<file path="config.mk">
export PLATFORM = sky130hd
export DESIGN_NAME = fetch_unit_flat
export DESIGN_NICKNAME = d
export VERILOG_FILES = /design/src/rtl/fetch_pkg.sv /design/src/rtl/fetch_if.sv /design/src/rtl/fetch_fifo.sv /design/src/rtl/fetch_unit.sv /design/src/flat_wrapper.sv
export SDC_FILE = /design/constraint.sdc
export NUM_CORES = 1
export LEC_CHECK = 0
export ABC_AREA = 1
export BUFFER_PORTS_ARGS = -buffer_cell sky130_fd_sc_hd__buf_2
export CAP_MARGIN = 20
export CORE_ASPECT_RATIO = 1.75
export CORE_UTILIZATION = 55
export DETAILED_ROUTE_END_ITERATION = 10
export GPL_TIMING_DRIVEN = 0
export HOLD_SLACK_MARGIN = 0.03
export PLACE_DENSITY = 0.79
export SLEW_MARGIN = 15
export SYNTH_ARGS = -nofsm -noshare
export SYNTH_HDL_FRONTEND = slang
export SYNTH_SLANG_ARGS = --single-unit
</file>
<file path="constraint.sdc">
create_clock -name clk -period 7.02 [get_ports clk]
set_input_delay 0.351 -clock clk [delete_from_list [all_inputs] [get_ports clk]]
set_output_delay 0.351 -clock clk [all_outputs]
set_load 0.01 [all_outputs]
</file>
<file path="src/rtl/fetch_pkg.sv">
// Shared types for the instruction fetch stage: word type, FIFO entry layout and reset PC.
package fetch_pkg;

    typedef logic [31:0] word_t;

    typedef struct packed {
        word_t pc;
        word_t instr;
    } fetch_entry_t;

    localparam word_t RESET_PC_DEFAULT = 32'h0000_0000;

    function automatic word_t pc_plus4(input word_t pc);
        return pc + 32'd4;
    endfunction

endpackage

</file>
<file path="src/rtl/fetch_if.sv">
// Fetch stage bus: imem request/response channel, redirect from execute, decode handoff.
interface fetch_if;
    import fetch_pkg::*;

    logic        imem_req_valid;
    logic        imem_req_ready;
    logic [29:0] imem_req_addr;
    logic        imem_rsp_valid;
    word_t       imem_rsp_data;
    logic        redirect;
    word_t       redirect_pc;
    logic        dec_valid;
    logic        dec_ready;
    word_t       dec_instr;
    word_t       dec_pc;

    modport master (
        output imem_req_valid, imem_req_addr, dec_valid, dec_instr, dec_pc,
        input  imem_req_ready, imem_rsp_valid, imem_rsp_data, redirect, redirect_pc, dec_ready
    );

    modport slave (
        input  imem_req_valid, imem_req_addr, dec_valid, dec_instr, dec_pc,
        output imem_req_ready, imem_rsp_valid, imem_rsp_data, redirect, redirect_pc, dec_ready
    );

endinterface

</file>
<file path="src/rtl/fetch_fifo.sv">
// Synchronous FIFO with flush; extra pointer MSB distinguishes full from empty.
module fetch_fifo
    import fetch_pkg::*;
#(
    parameter int  DEPTH = 4,
    parameter type T     = fetch_entry_t
) (
    input  logic                   clk,
    input  logic                   rst_n,
    input  logic                   push,
    input  T                       push_data,
    input  logic                   pop,
    input  logic                   flush,
    output T                       head,
    output logic                   full,
    output logic                   empty,
    output logic [$clog2(DEPTH):0] count
);

    localparam int AW = $clog2(DEPTH);

    T             mem [DEPTH];
    logic [AW:0]  wr_ptr;
    logic [AW:0]  rd_ptr;

    always_ff @(posedge clk) begin
        if (!rst_n || flush) begin
            wr_ptr <= '0;
            rd_ptr <= '0;
        end else begin
            if (push) wr_ptr <= wr_ptr + {{AW{1'b0}}, 1'b1};
            if (pop)  rd_ptr <= rd_ptr + {{AW{1'b0}}, 1'b1};
        end
    end

    // Storage carries no reset; validity is tracked purely by the pointers.
    always_ff @(posedge clk) begin
        if (push && !flush) mem[wr_ptr[AW-1:0]] <= push_data;
    end

    assign head  = mem[rd_ptr[AW-1:0]];
    assign empty = (wr_ptr == rd_ptr);
    assign full  = (wr_ptr[AW] != rd_ptr[AW]) && (wr_ptr[AW-1:0] == rd_ptr[AW-1:0]);
    assign count = wr_ptr - rd_ptr;

endmodule

</file>
<file path="src/rtl/fetch_unit.sv">
// Instruction fetch: PC, credit-based imem issue, prefetch FIFO, redirect flush.
// Define FETCH_PERF_EN to add the saturating stall_cnt output.
module fetch_unit
    import fetch_pkg::*;
#(
    parameter int    DEPTH    = 4,
    parameter word_t RESET_PC = RESET_PC_DEFAULT,
    parameter int    MAX_OUT  = DEPTH
) (
    input  logic   clk,
    input  logic   rst_n,
    fetch_if.master bus
`ifdef FETCH_PERF_EN
    ,
    output word_t  stall_cnt
`endif
);

    localparam int CW        = $clog2(DEPTH) + 2;
    localparam int TAG_DEPTH = (MAX_OUT <= 2) ? 2 : (1 << $clog2(MAX_OUT));
    localparam int TCW       = $clog2(TAG_DEPTH) + 1;
    localparam int FCW       = $clog2(DEPTH) + 1;

    word_t           fetch_pc;
    logic [CW-1:0]   drop;
    logic [CW-1:0]   outstanding;
    logic [CW-1:0]   fifo_level;

    logic            req_valid;
    logic            fire;
    logic            rsp_stale;
    logic            rsp_keep;
    logic            dec_pop;

    word_t           tag_pc;
    logic            tag_full;
    logic            tag_empty;
    logic [TCW-1:0]  tag_count;

    fetch_entry_t    push_entry;
    fetch_entry_t    head;
    logic            fifo_full;
    logic            fifo_empty;
    logic [FCW-1:0]  fifo_count;

    // Every in-flight request is either tagged (live) or counted in drop (stale).
    assign outstanding = CW'(tag_count) + drop;
    assign fifo_level  = CW'(fifo_count);

    assign req_valid = rst_n && !bus.redirect
                     && ((outstanding + fifo_level) < CW'(DEPTH))
                     && (outstanding < CW'(MAX_OUT));
    assign fire      = req_valid && bus.imem_req_ready;
    assign rsp_stale = bus.imem_rsp_valid && (drop != '0);
    assign rsp_keep  = bus.imem_rsp_valid && (drop == '0);
    assign dec_pop   = !fifo_empty && bus.dec_ready;

    assign bus.imem_req_valid = req_valid;
    assign bus.imem_req_addr  = fetch_pc[31:2];

    always_ff @(posedge clk) begin
        if (!rst_n) begin
            fetch_pc <= RESET_PC;
        end else if (bus.redirect) begin
            fetch_pc <= bus.redirect_pc & ~32'h3;
        end else if (fire) begin
            fetch_pc <= pc_plus4(fetch_pc);
        end
    end

    // On redirect every request still in flight after this cycle becomes stale.
    always_ff @(posedge clk) begin
        if (!rst_n) begin
            drop <= '0;
        end else if (bus.redirect) begin
            drop <= outstanding - CW'(bus.imem_rsp_valid);
        end else if (rsp_stale) begin
            drop <= drop - CW'(1);
        end
    end

    fetch_fifo #(
        .DEPTH (TAG_DEPTH),
        .T     (word_t)
    ) u_tag_q (
        .clk       (clk),
        .rst_n     (rst_n),
        .push      (fire),
        .push_data (fetch_pc),
        .pop       (rsp_keep),
        .flush     (bus.redirect),
        .head      (tag_pc),
        .full      (tag_full),
        .empty     (tag_empty),
        .count     (tag_count)
    );

    assign push_entry = '{pc: tag_pc, instr: bus.imem_rsp_data};

    fetch_fifo #(
        .DEPTH (DEPTH),
        .T     (fetch_entry_t)
    ) u_instr_q (
        .clk       (clk),
        .rst_n     (rst_n),
        .push      (rsp_keep),
        .push_data (push_entry),
        .pop       (dec_pop),
        .flush     (bus.redirect),
        .head      (head),
        .full      (fifo_full),
        .empty     (fifo_empty),
        .count     (fifo_count)
    );

    assign bus.dec_valid = !fifo_empty;
    assign bus.dec_pc    = fifo_empty ? '0 : head.pc;
    assign bus.dec_instr = fifo_empty ? '0 : head.instr;

`ifdef FETCH_PERF_EN
    function automatic word_t sat_inc(input word_t v);
        return (v == '1) ? v : v + 32'd1;
    endfunction

    always_ff @(posedge clk) begin
        if (!rst_n) begin
            stall_cnt <= '0;
        end else if (bus.dec_ready && fifo_empty) begin
            stall_cnt <= sat_inc(stall_cnt);
        end
    end
`endif

    // Space is reserved at issue, so these can only fire on a protocol violation.
    a_no_overflow: assert property (@(posedge clk) disable iff (!rst_n) !(rsp_keep && fifo_full));
    a_tag_room:    assert property (@(posedge clk) disable iff (!rst_n) !(fire && tag_full));
    a_tag_match:   assert property (@(posedge clk) disable iff (!rst_n) !(rsp_keep && tag_empty));

endmodule
</file>
<file path="src/flat_wrapper.sv">
// flat-port wrapper written by rule: the top's interface ports become plain ports
module fetch_unit_flat import fetch_pkg::*;
#(
    parameter int    DEPTH    = 4,
    parameter word_t RESET_PC = RESET_PC_DEFAULT,
    parameter int    MAX_OUT  = DEPTH
)
  (clk, rst_n, bus_imem_req_valid, bus_imem_req_addr, bus_dec_valid, bus_dec_instr, bus_dec_pc, bus_imem_req_ready, bus_imem_rsp_valid, bus_imem_rsp_data, bus_redirect, bus_redirect_pc, bus_dec_ready);
  fetch_if bus_i ();
  input  logic clk;
  input  logic rst_n;
  output wire logic [$bits(bus_i.imem_req_valid)-1:0] bus_imem_req_valid;
  output wire logic [$bits(bus_i.imem_req_addr)-1:0] bus_imem_req_addr;
  output wire logic [$bits(bus_i.dec_valid)-1:0] bus_dec_valid;
  output wire logic [$bits(bus_i.dec_instr)-1:0] bus_dec_instr;
  output wire logic [$bits(bus_i.dec_pc)-1:0] bus_dec_pc;
  input wire logic [$bits(bus_i.imem_req_ready)-1:0] bus_imem_req_ready;
  input wire logic [$bits(bus_i.imem_rsp_valid)-1:0] bus_imem_rsp_valid;
  input wire logic [$bits(bus_i.imem_rsp_data)-1:0] bus_imem_rsp_data;
  input wire logic [$bits(bus_i.redirect)-1:0] bus_redirect;
  input wire logic [$bits(bus_i.redirect_pc)-1:0] bus_redirect_pc;
  input wire logic [$bits(bus_i.dec_ready)-1:0] bus_dec_ready;
  assign bus_imem_req_valid = bus_i.imem_req_valid;
  assign bus_imem_req_addr = bus_i.imem_req_addr;
  assign bus_dec_valid = bus_i.dec_valid;
  assign bus_dec_instr = bus_i.dec_instr;
  assign bus_dec_pc = bus_i.dec_pc;
  assign bus_i.imem_req_ready = bus_imem_req_ready;
  assign bus_i.imem_rsp_valid = bus_imem_rsp_valid;
  assign bus_i.imem_rsp_data = bus_imem_rsp_data;
  assign bus_i.redirect = bus_redirect;
  assign bus_i.redirect_pc = bus_redirect_pc;
  assign bus_i.dec_ready = bus_dec_ready;
  fetch_unit #(.DEPTH(DEPTH), .RESET_PC(RESET_PC), .MAX_OUT(MAX_OUT)) u_core (.clk(clk), .rst_n(rst_n), .bus(bus_i));
endmodule
</file>
==> results of run 1 <==
-- metal layers --
| metal | share of wire | global-route usage | vias up |
|---|---|---|---|
| met5 | 0 | 0 | - |
| met4 | 0.046 | 0.149 | 0 |
| met3 | 0.050 | 0.0303 | 122 |
| met2 | 0.55 | 0.497 | 501 |
| met1 | 0.36 | 0.282 | 6145 |
| li1 | - | - | 6067 |
-- power by group --
part,internal [W],switching (W)
Combinational,0.000186,0.000385
Clock,0.00112,0.000858
Sequential,0.00279,0.0000516
Total,0.00409,0.00129
-- final cells by class --
type,count,share of cell area
inverters,95,0.0176
clock inverters,24,0.0111
well taps,396,0.0241
clock buffers,40,0.0456
multi-input cells,1042,0.241
repair buffers,174,0.0554
diodes,2,0.000244
plain buffers,85,0.0182
flip-flops and latches,418,0.587
-- through the flow --
step / utilization / power, W / std cells / area (µm²)
finish: 0.652 / 0.00539 / 2276 / 20500
global route: 0.652 / 0.00554 / 2276 / 20500
CTS: 0.651 / 0.00539 / 2274 / 20500
detailed placement: 0.614 / 0.00346 / 2209 / 19400
global placement: 0.602 / 0.00342 / 2195 / 19000
floorplan: - / 0.00322 / 1640 / 17700
-- worst reg2reg max path, stage by stage, from the launching register on --
cell	delay, ns
dfxtp_1	0.34
inv_1	0.18
ha_1	0.18
inv_1	0.05
fa_1	0.53
inv_1	0.07
fa_1	0.57
inv_1	0.06
ha_1	0.28
nand3b_1	0.10
nand3_2	0.10
nor2_4	0.17
nand3_4	0.16
buf_2	0.26
nor2_4	0.28
buf_12	0.24
-- registers in the layout, indices dropped and copies added (netlist names), named ones only --
name,flops
u_core.drop,4
u_core.u_instr_q.wr_ptr,3
u_core.u_instr_q.mem,248
u_core.fetch_pc,30
u_core.u_tag_q.rd_ptr,3
u_core.u_tag_q.mem,120
u_core.u_instr_q.rd_ptr,3
u_core.u_tag_q.wr_ptr,3
-- cells by family after synthesis --
family | after synthesis | synth area share
AO/OA/AOI/OAI | 332 | 0.0971
other | 1 | 0.000212
XOR/XNOR | 15 | 0.00743
AND/OR/NAND/NOR | 668 | 0.153
buffers and inverters | 180 | 0.0416
adder cells (fa/ha/maj) | 25 | 0.0190
flip-flops | 418 | 0.682
-- path summary, 6_finish.rpt --
path | startpoint | end | slack [ns] | depth (start not counted)
worst max-delay path | u_core.u_tag_q.wr_ptr[0] | u_core.u_tag_q.mem[0][25] | 3.13 | 15
worst min-delay path | bus_imem_rsp_data[29] | u_core.u_instr_q.mem[1][29] | 0.05 | 1
worst max register to register | u_core.u_tag_q.wr_ptr[0] | u_core.u_tag_q.mem[0][25] | 3.13 | 15
worst min register to register | u_core.u_tag_q.rd_ptr[2] | u_core.u_tag_q.rd_ptr[2] | 0.48 | 1
-- cells in the mapped netlist (3+ instances only) --
cell and number:
inv_1 88, dfxtp_1 50, nand3_1 74, buf_4 5, o21ai_0 202, buf_2 11, inv_2 4, o22ai_1 30
nor2_1 372, buf_1 4, o21ai_1 3, fa_1 3, xor2_1 7, nor2_2 6, nand2_1 202, ha_1 22
xnor2_1 8, a21oi_1 91, edfxtp_1 368, clkbuf_1 62, buf_6 3
-- timing repair --
item / in CTS / in global routing
setup buffers: 0 / 0
hold endpoints to repair: 4 / 0
hold buffers: 1 / 0
setup endpoints to repair: 0 / 0
==> results.tsv, run 1 <==
metric	value	unit
CP Max Fanout	24	
overall die area	32900	µm²
most frequent cells in the layout	edfxtp_1 (368), nor2_1 (364), o21ai_0 (202), nand2_1 (202), buf_2 (170)	
P&R area growth vs syn	16.2	%
Vias/cell	5.64	
Slew @ Worst Pin	0.828	ns
total number of vias	12800	
largest net degree at the start of global routing	26	
setup_tns	0	ns
Syn. warnings	0	
Post-synth top flop	edfxtp_1	
Die W	138	µm
CTS Buffer Depth	3	
Synth Instances	1639	
CORE AREA	31500	µm²
Skew-Pair Late Insertion Delay	0.52	ns
# nets final	1947	
starting density of the core	0.561	
synthesized cell area	17700	µm²
total CTS buffers	36	
clock root buffer	clkbuf_16	
# fillers	2319	
most used cell, CP	inv_1	
DRT iter0 DRCs	947	
leakage power	7.64	nW
Max Cap Viol	0	
vias in the first global route	13000	
first-pass GRT wire length	65500	µm
Die Span Y	239	µm
clock sinks	418	
HPWL Detailed	29900	µm
share of layout cells above drive strength 1	0.146	
GPL Wtd Cong	0.946	
VDD IR max	0.188	mV
max_slew headroom	0.448	
CP endpoint kind	register	
port bufs	159	
CTS tree	built	
Worst Path Required	7.23	ns
Seq/Total Area, Yosys	0.682	
Synth cell types	39	
GRT overflow	0	
Total Routing Usage GR	0.266	
IO Pins	166	
Avg Synthesized Cell Area	10.8	µm²
Reg area	12100	µm²
ranking of synthesized cells by area	edfxtp_1 (63%), nor2_1 (7.9%), o21ai_0 (5.7%), dfxtp_1 (5.7%), nand2_1 (4.3%)	
type of the most critical hold path	in -> reg	
DR pass1 iterations	7	
Avg WL per Cell	18.9	µm
critical path class	reg -> reg	
Yosys top cell by area	edfxtp_1	
Clock Pin Slew Worst Setup and Hold Paths	0.07	ns
routed wire length	43100	µm
cell area power density	262	nW/µm²
Synth top area share	0.625	
drc violations	0	
Resize count post-CTS	0	
CP max stage cell	fa_1	
Final WS setup	3.13	ns
WP buf/inv	6	
Max Slew Vio Count	0	
Final period util	0.554	
post-route antenna net violation count	0	
Critical Path AT	4.10	ns
most common cell after layout, fill and taps aside	edfxtp_1	
Cell Chain, Critical Path	inv_1 -> ha_1 -> inv_1 -> fa_1 -> inv_1 -> fa_1 -> inv_1 -> ha_1 -> nand3b_1 -> nand3_2 -> nor2_4 -> nand3_4 -> buf_2 -> nor2_4 -> buf_12	
Hold Vio Cnt, Final	0	
status	completed	
H-tree depth	2	
minimum clock period	3.89	ns
number of synthesized flops with an enable pin	368	
footprint of the multi-input gates	4950	µm²
Worst setup SP type	register	
Place WS	3.14	ns
Site Rows	86	
async set-reset flop share out of synthesis	0	
synthesized flop and latch total	418	
largest stage delay on the critical path	0.57	ns
Setup violations, final	0	
critical path's top delay family	adder cells	
RSZ-0062 raised after global routing	false	
initial antenna violation count	2	
skew final	0.00867	ns
max frequency	257	MHz
hold_ws	0.0472	ns
Note: power is estimated with default switching activity, not from simulation.
==> inputs of run 2 (changes only) <==
--- a/config.mk
+++ b/config.mk
@@ -5,7 +5,7 @@
 export SDC_FILE = /design/constraint.sdc
 export NUM_CORES = 1
 export LEC_CHECK = 0
-export ABC_AREA = 1
+export ABC_AREA = 0
 export BUFFER_PORTS_ARGS = -buffer_cell sky130_fd_sc_hd__buf_2
 export CAP_MARGIN = 20
 export CORE_ASPECT_RATIO = 1.75
==> constraint.sdc (replaced) <==
create_clock -name clk -period 3.7 [get_ports clk]
set_input_delay 0.185 -clock clk [delete_from_list [all_inputs] [get_ports clk]]
set_output_delay 0.185 -clock clk [all_outputs]
set_load 0.01 [all_outputs]
==> run 2 against run 1 <==
Against the previous run: count of clock-buffer cells in the layout increased by 4; non-clock buffer count increased by 38; sequential share of layout area decreased by 0.45 points; highest routed layer unchanged; sequential power increased by 89%; via count decreased by 23%; first-iteration DRC count decreased by 35%.
==> results.tsv, run 2 <==
metric	value	unit	change
Final period util	0.987		was 0.554
synth cell count leaders	edfxtp_1 (368), mux4_2 (92), and2_1 (72)		was nor2_1 (372), edfxtp_1 (368), nand2_1 (202), o21ai_0 (202), a21oi_1 (91)
max FFs per register	248		unchanged
share of layout cells above drive strength 1	0.299		was 0.146
synthesized flop and latch total	418		unchanged
max_slew headroom	0.362		was 0.448
DRT iter0 DRCs	617		was 947
status	completed		unchanged
starting density of the core	0.562		was 0.561
HPWL Detailed	22900	µm	was 29900 µm
Vias/cell	5.89		was 5.64
first-pass GRT wire length	56800	µm	was 65500 µm
vias in the first global route	10300		was 13000
Final WS setup	0.0499	ns	was 3.13 ns
clock sinks	418		unchanged
VDD IR max	0.309	mV	was 0.188 mV
minimum clock period	3.65	ns	was 3.89 ns
P&R area growth vs syn	22.1	%	was 16.2%
Finished Layout Cells	1676		was 2276
synthesized cell area	17000	µm²	was 17700 µm²
Synth top area share	0.651		was 0.625
GRT met2 Usage	0.452		was 0.497
Hold Vio Cnt, Final	0		unchanged
post-route antenna net violation count	0		unchanged
Synth cell types	57		was 39
Site Rows	84		was 86
max frequency	274	MHz	was 257 MHz
most numerous cell in the Yosys netlist	edfxtp_1		was nor2_1
most used cell, CP	inv_2		was inv_1
Yosys top cell by area	edfxtp_1		unchanged
Skew-Pair Late Insertion Delay	0.54	ns	was 0.52 ns
CP max stage cell	fa_2		was fa_1
critical path class	reg -> reg		unchanged
Worst Path Required	4.08	ns	was 7.23 ns
largest stage delay on the critical path	0.56	ns	was 0.57 ns
Post-synth top flop	edfxtp_1		unchanged
dpl cells	1524		was 2209
port bufs	160		was 159
Die Span Y	234	µm	was 239 µm
leakage power	7.11	nW	was 7.64 nW
Top Usage Layer GRT	met2		unchanged
Synth Instances	972		was 1639
Setup violations, final	0		unchanged
Die W	135	µm	was 138 µm
Place WS	-0.790	ns	was 3.14 ns
largest net degree at the start of global routing	47		was 26
cell area power density	496	nW/µm²	was 262 nW/µm²
most frequent cells in the layout	edfxtp_1 (368), buf_2 (165), mux4_2 (92), and2_1 (69), nand2_1 (62)		was edfxtp_1 (368), nor2_1 (364), o21ai_0 (202), nand2_1 (202), buf_2 (170)
CTS Buffer Depth	3		unchanged
most common cell after layout, fill and taps aside	edfxtp_1		unchanged
# nets final	1355		was 1947
Total Routing Usage GR	0.243		was 0.266
placed inst area	18400	µm²	was 19400 µm²
Finished Core Util	0.687		was 0.652
Avg Synthesized Cell Area	17.5	µm²	was 10.8 µm²
WP buf/inv	6		unchanged
CORE AREA	30200	µm²	was 31500 µm²
Max Cap Viol	0		unchanged
initial antenna violation count	0		was 2
H-tree depth	2		unchanged
Max Slew Vio Count	0		unchanged
critical path's top delay family	adder cells		unchanged
type of the most critical hold path	in -> reg		unchanged
ranking of synthesized cells by area	edfxtp_1 (65%), mux4_2 (12%), dfxtp_1 (5.9%), and2_1 (2.7%), ha_1 (1.6%)		was edfxtp_1 (63%), nor2_1 (7.9%), o21ai_0 (5.7%), dfxtp_1 (5.7%), nand2_1 (4.3%)
number of synthesized flops with an enable pin	368		unchanged
M1 GR Usage	0.271		was 0.282
Worst setup SP type	register		unchanged
clock root buffer	clkbuf_16		unchanged
total number of vias	9875		was 12800
Cell Chain, Critical Path	inv_4 -> ha_4 -> inv_2 -> fa_2 -> inv_2 -> fa_2 -> inv_2 -> ha_4 -> and3b_1 -> nand4b_1 -> a211oi_4 -> buf_6 -> buf_12 -> mux2i_1 -> o22ai_1		was inv_1 -> ha_1 -> inv_1 -> fa_1 -> inv_1 -> fa_1 -> inv_1 -> ha_1 -> nand3b_1 -> nand3_2 -> nor2_4 -> nand3_4 -> buf_2 -> nor2_4 -> buf_12
overall die area	31600	µm²	was 32900 µm²
CP endpoint kind	register		unchanged
GRT overflow	0		unchanged
Slew @ Worst Pin	0.950	ns	was 0.828 ns
async set-reset flop share out of synthesis	0		unchanged
# fillers	1935		was 2319
GPL Wtd Cong	0.922		was 0.946
Pwr Total	0.0103	W	was 0.00539 W
CTS tree	built		unchanged
Syn. warnings	0		unchanged
Avg WL per Cell	22.3	µm	was 18.9 µm
IO Pins	166		unchanged
drc violations	0		unchanged
post-route cell area	20700	µm²	was 20500 µm²
DR pass1 iterations	5		was 7
Seq/Total Area, Yosys	0.710		was 0.682
skew final	0.0178	ns	was 0.00867 ns
ant diodes	0		was 2
met3 Use GR	0.0298		was 0.0303
routed wire length	37400	µm	was 43100 µm
Clock Pin Slew Worst Setup and Hold Paths	0.07	ns	about the same
Critical Path AT	4.03	ns	was 4.10 ns
total CTS buffers	37		was 36
CP Max Fanout	10		was 24
[run 2: path summary, 6_finish.rpt]
| kind | from | endpoint | slack, ns | cells after the start |
|---|---|---|---|---|
| hold reg to reg | u_core.u_tag_q.wr_ptr[2] | u_core.u_tag_q.wr_ptr[2] | 0.53 | 2 |
| setup / recovery | u_core.u_tag_q.wr_ptr[0] | u_core.fetch_pc[23] | 0.05 | 15 |
| hold / removal | bus_redirect_pc[26] | u_core.fetch_pc[26] | 0.06 | 4 |
| setup reg to reg | u_core.u_tag_q.wr_ptr[0] | u_core.fetch_pc[23] | 0.05 | 15 |
[run 2: worst reg2reg max path: stages (launching register included)]
cell and delay [ns]:
dfxtp_4 0.35, inv_4 0.06, ha_4 0.12, inv_2 0.03, fa_2 0.56, inv_2 0.05
fa_2 0.55, inv_2 0.05, ha_4 0.22, and3b_1 0.17, nand4b_1 0.27, a211oi_4 0.41
buf_6 0.19, buf_12 0.15, mux2i_1 0.22, o22ai_1 0.10
[run 2: through the flow]
stage               setup TNS, ns  hold slack, ns
floorplan                   -1.80           0.284
global placement          -323.01           0.395
detailed placement         -97.21           0.402
CTS                         -1.08          0.0344
global route            -0.000544          0.0668
finish                          0          0.0592
[run 2: layer usage]
metal	vias up	part of all wire	routed length [µm]
li1	4412	-	-
met2	385	0.56	20800
met3	94	0.049	1840
met4	0	0.040	1510
met5	-	0	0
met1	4984	0.35	13300
[run 2: timing repair]
action | 4_1_cts | 5_1_grt
pin swaps | 14 | 9
cloned | 5 | 0
setup buffers | 19 | 5
endpoints found under the setup margin | 151 | 151
hold endpoints to repair | 152 | 0
resized for setup | 31 | 8
hold buffers | 55 | 0
[run 2: logic make-up after synthesis]
logic type	count (synthesis)	share of synthesized area
flops	418	0.710
simple gates	246	0.0760
mux	110	0.133
fa+ha+maj	25	0.0198
other cells	1	0.000221
xor+xnor	15	0.00863
compound gates	81	0.0340
buf+inv	76	0.0181
[run 2: power breakdown]
| part | internal [W] | switching [W] |
|---|---|---|
| logic | 0.000398 | 0.000458 |
| registers | 0.00526 | 0.0000965 |
| clock network | 0.00236 | 0.00168 |
| total | 0.00803 | 0.00224 |
[run 2: area by class of cell]
type	count	area (µm²)	share of cell area
Sequential cell	418	12100	0.582
Buffer	54	279	0.0135
Multi-Input combinational cell	484	4780	0.231
Tap cell	387	484	0.0234
Clock buffer	44	995	0.0480
Inverter	22	85.1	0.00411
Clock inverter	24	290	0.0140
Timing Repair Buffer	243	1740	0.0840
==> inputs of run 3 (changes only) <==
--- a/config.mk
+++ b/config.mk
@@ -6,14 +6,15 @@
 export NUM_CORES = 1
 export LEC_CHECK = 0
 export ABC_AREA = 0
-export BUFFER_PORTS_ARGS = -buffer_cell sky130_fd_sc_hd__buf_2
 export CAP_MARGIN = 20
 export CORE_ASPECT_RATIO = 1.75
-export CORE_UTILIZATION = 55
+export CORE_MARGIN = 10
+export CORE_UTILIZATION = 45
 export DETAILED_ROUTE_END_ITERATION = 10
+export DONT_BUFFER_PORTS = 1
 export GPL_TIMING_DRIVEN = 0
 export HOLD_SLACK_MARGIN = 0.03
-export PLACE_DENSITY = 0.79
+export PLACE_DENSITY = 0.64
 export SLEW_MARGIN = 15
 export SYNTH_ARGS = -nofsm -noshare
 export SYNTH_HDL_FRONTEND = slang
==> run 3 against run 2 <==
Against the previous run: wire length rose by 3.3%; utilization fell by 15 points; total power fell by 0.14%; flip-flop and latch count did not move; cell area fell by 2.3%; critical path type unchanged; first-iteration DRC count fell by 3.9%; sequential share of layout area rose by 1.3 points; count of clock-buffer cells in the layout rose by 8; via count fell by 6.7%; non-clock buffer count fell by 144; register-to-register slack improved by 0.02 ns.
==> results.tsv, run 3 (synthesis results as in run 2) <==
metric	value	unit	change
skew final	0.0145	ns	was 0.0178 ns
share of layout cells above drive strength 1	0.204		was 0.299
CTS Buffer Depth	3		unchanged
Vias/cell	5.66		was 5.89
CORE AREA	37400	µm²	was 30200 µm²
Site Rows	94		was 84
largest stage delay on the critical path	0.56	ns	about the same
Clock Pin Slew Worst Setup and Hold Paths	0.07	ns	about the same
WP buf/inv	9		was 6
setup_tns	0	ns	unchanged
hold_ws	0.0653	ns	was 0.0592 ns
type of the most critical hold path	in -> reg		unchanged
# nets final	1215		was 1355
largest net degree at the start of global routing	44		was 47
post-route antenna net violation count	0		unchanged
GPL Wtd Cong	0.892		was 0.922
Critical Path AT	3.88	ns	was 4.03 ns
Max Cap Viol	0		unchanged
most used cell, CP	inv_2		unchanged
status	completed		unchanged
DR pass1 iterations	4		was 5
Skew-Pair Late Insertion Delay	0.53	ns	was 0.54 ns
H-tree depth	2		unchanged
Final period util	0.982		was 0.987
total CTS buffers	39		was 37
critical path class	reg -> reg		unchanged
max frequency	275	MHz	was 274 MHz
IO Pins	166		unchanged
Hold Vio Cnt, Final	0		unchanged
GRT overflow	0		unchanged
Total Routing Usage GR	0.165		was 0.243
Worst setup SP type	register		unchanged
Die Span Y	277	µm	was 234 µm
cell area power density	506	nW/µm²	was 496 nW/µm²
CP max stage cell	fa_2		unchanged
vias in the first global route	9759		was 10300
Worst Path Required	3.95	ns	was 4.08 ns
DRT iter0 DRCs	593		was 617
HPWL Detailed	25000	µm	was 22900 µm
initial antenna violation count	1		was 0
clock sinks	418		unchanged
most common cell after layout, fill and taps aside	edfxtp_1		unchanged
Cell Chain, Critical Path	clkinv_4 -> ha_4 -> inv_2 -> fa_2 -> inv_2 -> fa_2 -> inv_2 -> ha_4 -> and3b_1 -> nand3b_1 -> buf_4 -> a211oi_4 -> buf_6 -> buf_8 -> and2_4 -> buf_12 -> buf_12		was inv_4 -> ha_4 -> inv_2 -> fa_2 -> inv_2 -> fa_2 -> inv_2 -> ha_4 -> and3b_1 -> nand4b_1 -> a211oi_4 -> buf_6 -> buf_12 -> mux2i_1 -> o22ai_1
Avg WL per Cell	23.7	µm	was 22.3 µm
VDD IR max	0.312	mV	was 0.309 mV
P&R area growth vs syn	19.3	%	was 22.1%
clock root buffer	clkbuf_16		unchanged
leakage power	6.47	nW	was 7.11 nW
first-pass GRT wire length	59000	µm	was 56800 µm
starting density of the core	0.454		was 0.562
routed wire length	38600	µm	was 37400 µm
overall die area	46200	µm²	was 31600 µm²
Slew @ Worst Pin	0.963	ns	was 0.950 ns
Die W	167	µm	was 135 µm
CTS tree	built		unchanged
Max Slew Vio Count	0		unchanged
minimum clock period	3.63	ns	was 3.65 ns
max FFs per register	248		unchanged
most frequent cells in the layout	edfxtp_1 (368), mux4_2 (92), and2_1 (69), dlygate4sd3_1 (66), nand2_1 (62)		was edfxtp_1 (368), buf_2 (165), mux4_2 (92), and2_1 (69), nand2_1 (62)
max_slew headroom	0.358		was 0.362
CP Max Fanout	5		was 10
RSZ-0062 raised after global routing	true		
Setup violations, final	0		unchanged
port bufs	0		was 160
CP endpoint kind	register		unchanged
critical path's top delay family	adder cells		unchanged
drc violations	0		unchanged
total number of vias	9218		was 9875
## run 3: area by class of cell
class	count	area (µm²)
multi-input cells	486	4800
clock buffers	52	1080
fillers	2947	17200
flip-flops and latches	418	12100
inverters	22	87.6
repair buffers	100	1130
well taps	480	601
clock inverters	18	234
diodes	1	2.50
plain buffers	53	254
## run 3: worst paths after layout
path                                 start                        to  slack (ns)  depth (start not counted)
setup reg to reg  u_core.u_tag_q.wr_ptr[0]  u_core.u_tag_q.mem[2][5]        0.07                         17
hold / removal          bus_imem_rsp_valid            u_core.drop[3]        0.07                          4
setup / recovery  u_core.u_tag_q.wr_ptr[0]  u_core.u_tag_q.mem[2][5]        0.07                         17
hold reg to reg   u_core.u_tag_q.wr_ptr[2]  u_core.u_tag_q.wr_ptr[2]        0.55                          2
## run 3: what timing repair did
| action | CTS | global route |
|---|---|---|
| endpoints found under the hold margin | 167 | 0 |
| hold buffers | 66 | 0 |
| gates resized for setup | 33 | 8 |
| pin swaps | 15 | 6 |
| buffers inserted | 25 | 4 |
| setup endpoints to repair | 151 | 131 |
| cloned | 10 | 0 |
## run 3: worst reg2reg max path, delay by kind of cell, from the launching register on
kind | cells | cell delay (ns)
AOI/OAI and AO/OA | 1 | 0.18
adders and majority gates | 4 | 1.41
buffers and inverters | 9 | 0.84
DFF | 1 | 0.36
and+or+nand+nor | 3 | 0.53
## run 3: stage by stage
step,instances,utilization,instance area (µm²),worst slack (ns),total power [W]
after floorplan,973,-,17000,-0.0600,0.00591
after global routing,1630,0.541,20200,-0.0280,0.0106
after detailed placement,1457,0.474,17700,-0.878,0.00612
after global placement,1453,0.471,17600,-1.20,0.00610
final,1630,0.541,20200,0.0662,0.0102
after CTS,1627,0.540,20200,-0.0388,0.0103
## run 3: where the power goes
part / internal (W) / switching, W / leakage, nW
logic: 0.000339 / 0.000426 / 2.08
registers: 0.00527 / 0.000109 / 3.75
clock network: 0.00242 / 0.00169 / 0.641
total: 0.00802 / 0.00223 / 6.47
## run 3: per-layer routing
| layer | up-vias | GRT usage | part of all wire |
|---|---|---|---|
| met1 | 4686 | 0.172 | 0.36 |
| met4 | 0 | 0.0804 | 0.042 |
| met2 | 303 | 0.303 | 0.55 |
| met5 | - | 0 | 0 |
| met3 | 90 | 0.0362 | 0.051 |
| li1 | 4139 | - | - |
